**src/rtl/imm_gen_stage.sv**
```systemverilog
// Immediate generator stage: assembles a 32-bit immediate from the raw instruction and its
// imm_type, registered behind a valid/ready handshake. Define IMM_GEN_SKID_EN for a 2-entry skid buffer.
package imm_gen_pkg;
  typedef enum logic [2:0] {
    IMM_NONE = 3'd0,
    IMM_I    = 3'd1,
    IMM_S    = 3'd2,
    IMM_B    = 3'd3,
    IMM_U    = 3'd4,
    IMM_J    = 3'd5,
    IMM_C    = 3'd6
  } imm_type_t;
endpackage

module imm_gen_stage
  import imm_gen_pkg::*;
#(
  parameter int TAG_W = 32
) (
  input  logic             clk,
  input  logic             rst,
  input  logic             flush,
  input  logic             in_valid,
  output logic             in_ready,
  input  logic [31:0]      in_instr,
  input  imm_type_t        in_imm_type,
  input  logic [TAG_W-1:0] in_tag,
  output logic             out_valid,
  input  logic             out_ready,
  output logic [31:0]      out_imm,
  output imm_type_t        out_imm_type,
  output logic [TAG_W-1:0] out_tag
);

  logic [31:0]      imm_d;
  logic             accept;

  logic             main_vld_q, main_vld_d;
  logic [31:0]      main_imm_q, main_imm_d;
  imm_type_t        main_type_q, main_type_d;
  logic [TAG_W-1:0] main_tag_q, main_tag_d;

  always_comb begin
    imm_d = 32'h0;
    case (in_imm_type)
      IMM_I:   imm_d = {{20{in_instr[31]}}, in_instr[31:20]};
      IMM_S:   imm_d = {{20{in_instr[31]}}, in_instr[31:25], in_instr[11:7]};
      IMM_B:   imm_d = {{19{in_instr[31]}}, in_instr[31], in_instr[7], in_instr[30:25],
                        in_instr[11:8], 1'b0};
      IMM_U:   imm_d = {in_instr[31:12], 12'b0};
      IMM_J:   imm_d = {{11{in_instr[31]}}, in_instr[31], in_instr[19:12], in_instr[20],
                        in_instr[30:21], 1'b0};
      IMM_C:   imm_d = {27'b0, in_instr[19:15]};
      default: imm_d = 32'h0;
    endcase
  end

  assign accept = in_valid && in_ready;

`ifdef IMM_GEN_SKID_EN
  logic             skid_vld_q, skid_vld_d;
  logic [31:0]      skid_imm_q, skid_imm_d;
  imm_type_t        skid_type_q, skid_type_d;
  logic [TAG_W-1:0] skid_tag_q, skid_tag_d;

  // Skid occupancy is a flop, so in_ready has no path from out_ready.
  assign in_ready = !skid_vld_q;

  always_comb begin
    main_vld_d  = main_vld_q;
    main_imm_d  = main_imm_q;
    main_type_d = main_type_q;
    main_tag_d  = main_tag_q;
    skid_vld_d  = skid_vld_q;
    skid_imm_d  = skid_imm_q;
    skid_type_d = skid_type_q;
    skid_tag_d  = skid_tag_q;
    if (!main_vld_q || out_ready) begin
      if (skid_vld_q) begin
        main_vld_d  = 1'b1;
        main_imm_d  = skid_imm_q;
        main_type_d = skid_type_q;
        main_tag_d  = skid_tag_q;
        skid_vld_d  = 1'b0;
      end else if (accept) begin
        main_vld_d  = 1'b1;
        main_imm_d  = imm_d;
        main_type_d = in_imm_type;
        main_tag_d  = in_tag;
      end else begin
        main_vld_d  = 1'b0;
      end
    end else if (accept) begin
      skid_vld_d  = 1'b1;
      skid_imm_d  = imm_d;
      skid_type_d = in_imm_type;
      skid_tag_d  = in_tag;
    end
  end

  always_ff @(posedge clk) begin
    if (rst || flush) begin
      skid_vld_q  <= 1'b0;
      skid_imm_q  <= 32'h0;
      skid_type_q <= IMM_NONE;
      skid_tag_q  <= '0;
    end else begin
      skid_vld_q  <= skid_vld_d;
      skid_imm_q  <= skid_imm_d;
      skid_type_q <= skid_type_d;
      skid_tag_q  <= skid_tag_d;
    end
  end
`else
  assign in_ready = !main_vld_q || out_ready;

  always_comb begin
    main_vld_d  = main_vld_q;
    main_imm_d  = main_imm_q;
    main_type_d = main_type_q;
    main_tag_d  = main_tag_q;
    if (accept) begin
      main_vld_d  = 1'b1;
      main_imm_d  = imm_d;
      main_type_d = in_imm_type;
      main_tag_d  = in_tag;
    end else if (out_ready) begin
      main_vld_d  = 1'b0;
    end
  end
`endif

  always_ff @(posedge clk) begin
    if (rst || flush) begin
      main_vld_q  <= 1'b0;
      main_imm_q  <= 32'h0;
      main_type_q <= IMM_NONE;
      main_tag_q  <= '0;
    end else begin
      main_vld_q  <= main_vld_d;
      main_imm_q  <= main_imm_d;
      main_type_q <= main_type_d;
      main_tag_q  <= main_tag_d;
    end
  end

  assign out_valid    = main_vld_q;
  assign out_imm      = main_imm_q;
  assign out_imm_type = main_type_q;
  assign out_tag      = main_tag_q;

endmodule

```
**config.mk**
```make
export PLATFORM = sky130hd
export DESIGN_NAME = imm_gen_stage
export DESIGN_NICKNAME = d
export VERILOG_FILES = /design/src/rtl/imm_gen_stage.sv
export SDC_FILE = /design/constraint.sdc
export NUM_CORES = 1
export LEC_CHECK = 0
export BUFFER_PORTS_ARGS = -buffer_cell sky130_fd_sc_hd__buf_2
export CORE_ASPECT_RATIO = 0.7
export CORE_MARGIN = 4
export CORE_UTILIZATION = 40
export CTS_CLUSTER_SIZE = 28
export DETAILED_ROUTE_END_ITERATION = 10
export PLACE_DENSITY = 0.72
export SYNTH_ARGS = -nofsm -noshare
export SYNTH_HDL_FRONTEND = slang
export SYNTH_SLANG_ARGS = --single-unit
```
**constraint.sdc**
```tcl
create_clock -name clk -period 1.9 [get_ports clk]
set_input_delay 0.285 -clock clk [delete_from_list [all_inputs] [get_ports clk]]
set_output_delay 0.285 -clock clk [all_outputs]
set_load 0.01 [all_outputs]
```
==> results by group <==
Yosys
  • Post-synth EDFFs: 0
  • Largest cells by area after synthesis: dfxtp_1, nand2_1, a21oi_1
  • Yosys top cell area share: between 40% and 50%
  • Leading cell type by number of instances after synthesis: nand2_1
  • Yosys warns: 0
  • Syn Std Cell Area: 2790 µm²
  • Mapped Cells: 325
  • Sequential element share of the synthesized area: approximately half
  • Cell taking the most area after synthesis: dfxtp_1
  • Syn nets: 397
  • Synth Flop Type: dfxtp_1
  • Synth Area per Inst: 8.59 µm²
  • Distinct cells, synth: 31
  • Commonest cells in the netlist: nand2_1, dfxtp_1, a21oi_1, a32o_1, a22oi_1
  • Async S/R FF share, synth: 0%
  • Synth Register Bits: 68

Critical path
  • Buf+Inv Stages, Crit Path: 0
  • Worst Path Required: 2180 ps
  • Arr. time, crit path: between 1500 and 2000 ps
  • R2r setup slk: ~430 ps
  • Kind of critical path: reg2reg
  • Startpoint Class: register
  • Worst Path Max Fanout: 17
  • Worst setup EP type: register
  • Critical path's top delay family: simple AND/OR/NAND/NOR gates
  • CP max stage delay: 590 ps
  • Slowest CP cell: nor3_4
  • Cell breakdown of the critical path: nand2b_1 -> nand2_2 -> nor3_4 -> a32o_1

Detailed routing
  • DR pass1 iterations: 4
  • DRT iter0 DRCs: 187
  • Vias per cell: 5.13
  • Routed WL: between 8000 and 9000 µm
  • WL per Instance: 14.6 µm
  • DRT antenna net count: 0
  • Residual DRC: 0
  • Vias: 2,813

Clock tree
  • Hold Buf Count CTS: 0
  • Clock edge transition at the registers on the reported setup and hold paths: 70 ps
  • Num CTS Buffers: 9
  • Root Buffer: clkbuf_8
  • CTS H-tree depth: 3
  • Clk sinks: 68
  • # resized after CTS: 0
  • CTS tree: yes
  • Setup Buffers After CTS: 0
  • Clk Latency, worst-skew pair: 340 ps
  • CTS Buffer Depth: 2

Die
  • Starting Density: roughly two fifths
  • Core Rows: 25
  • Height of the die: about 78 µm
  • I/O pin count: 141
  • Placeable Area: 6760 µm²
  • Die width: about 110 µm
  • Die area: 8400 µm²

Timing
  • Setup_tns: 0 ps
  • Max Freq: between 0.6 and 0.7 GHz
  • Setup-failing EPs final: 0
  • Hold Vio Cnt, Final: 0
  • RSZ-0062 raised after global routing: no
  • Period utilization: about 77%
  • Worst clock skew: 3.77 ps
  • Post-route minimum period: 1470 ps
  • Max Slew Vio Count: 0
  • Slew HR: 54.7%
  • Slew @ Worst Pin: ~680 ps

Power and ir drop
  • Switching Fraction: 26.8%
  • Sequential power share: 51.3%
  • Logic gate share of total power: 13.3%
  • Maximum vdd ir drop: 0.455 mV
  • Clk network pwr share: 35.4%
  • Leak: around 0.0017 µW
  • Total power per unit cell area: 789 nW/µm²
  • Sw power: 775 µW
  • P_int: ~2100 µW

Hold path
  • HP Class: in2reg

Global routing
  • Grt ovf: 0
  • Global-route wire length before repair: 12,800 µm
  • Initial antenna violation count: 0
  • Number of global-route vias before repair: 2,658
  • Total track usage: 19.0%
  • Largest net degree at the start of global routing: 52

Placed design
  • GP Congestion: ~0.83
  • Hpwl dp: 5740 µm
  • # port buffers: ~130

Layout
  • Antenna fix cells: 0
  • Nets: 521
  • Area delta synth->final: 31.2%
  • Fin util: 54.2%
  • Share of cells above drive strength 1: 38.3%
  • Multi-input logic area: between 1000 and 1500 µm²
  • Fill count: roughly 700
  • Seq. cell area: about 1400 µm²

Status
  • Status: complete, no violations

Flow run
  • Max-Cap Viols: 0
## flip-flops by register name, summed over array words and instances (netlist names)
signal        cells
out_imm          32
out_imm_type      3
out_tag          32
out_valid         1
## worst register-to-register path: cells and delay by family, from the launching register on
family / cells / cell delay, ps
AOI/OAI and AO/OA: 1 / 210
and+or+nand+nor: 3 / 890
DFF: 1 / 310
## kinds of logic after synthesis
kind of cell	synth area share, %
muxes	0.762
and+or+nand+nor	19.0
AOI/OAI and AO/OA	25.1
DFF	48.8
buffers and inverters	6.36
## power by group through the flow
stage	Clock [µW]	Sequential (µW)	Combinational, µW
final	1020	1480	385
after global routing	1120	1490	429
after CTS	1060	1480	386
after detailed placement	0	1520	384
after global placement	0	1510	379
after floorplan	0	1530	210
## through the flow
stage | cells | power [µW] | cell area [µm²] | hold slack, ps | worst slack, ps
after global placement | 532 | 1890 | 3490 | 439 | 301
after detailed placement | 532 | 1900 | 3490 | 443 | 275
after CTS | 548 | 2920 | 3660 | 167 | 404
after global routing | 548 | 3040 | 3660 | 163 | 272
final | 548 | 2890 | 3660 | 181 | 432
after floorplan | 325 | 1740 | 2790 | 414 | 486
## final cells by class
| class | count | share of cell area, % |
|---|---|---|
| tap | 94 | 3.21 |
| multi-input combinational | 224 | 34.3 |
| sequential | 68 | 37.2 |
| timing repair buffer | 145 | 20.6 |
| inverter | 1 | 0.102 |
| clock inverter | 5 | 0.752 |
| clock buffer | 11 | 3.86 |
## layout by cell type (no fill, tap or decap), types with 10 or more instances in the layout
cell type,count
a32o_1,17
a21oi_1,37
dfxtp_1,68
nand3_1,11
clkbuf_8,10
buf_2,133
a22oi_1,14
o21ai_0,11
nand2_1,93
buf_4,12
## final timing paths
| check | from | endpoint | cells past startpoint |
|---|---|---|---|
| worst max-delay path | out_valid | out_imm[27] | 4 |
| worst min-delay path | in_tag[4] | out_tag[4] | 3 |
| worst max register to register | out_valid | out_imm[27] | 4 |
| worst min register to register | out_imm[31] | out_imm[31] | 2 |
## per-layer routing
layer  GRT usage (%)  part of all wire [%]  vias to the layer above
met3            7.90                   8.5                       11
met2            30.3                    46                      106
li1                -                     -                     1385
met5               0                     0                        -
met1            24.1                    44                     1311
met4            4.29                   1.1                        0
Power figures use the tool's default switching activity.
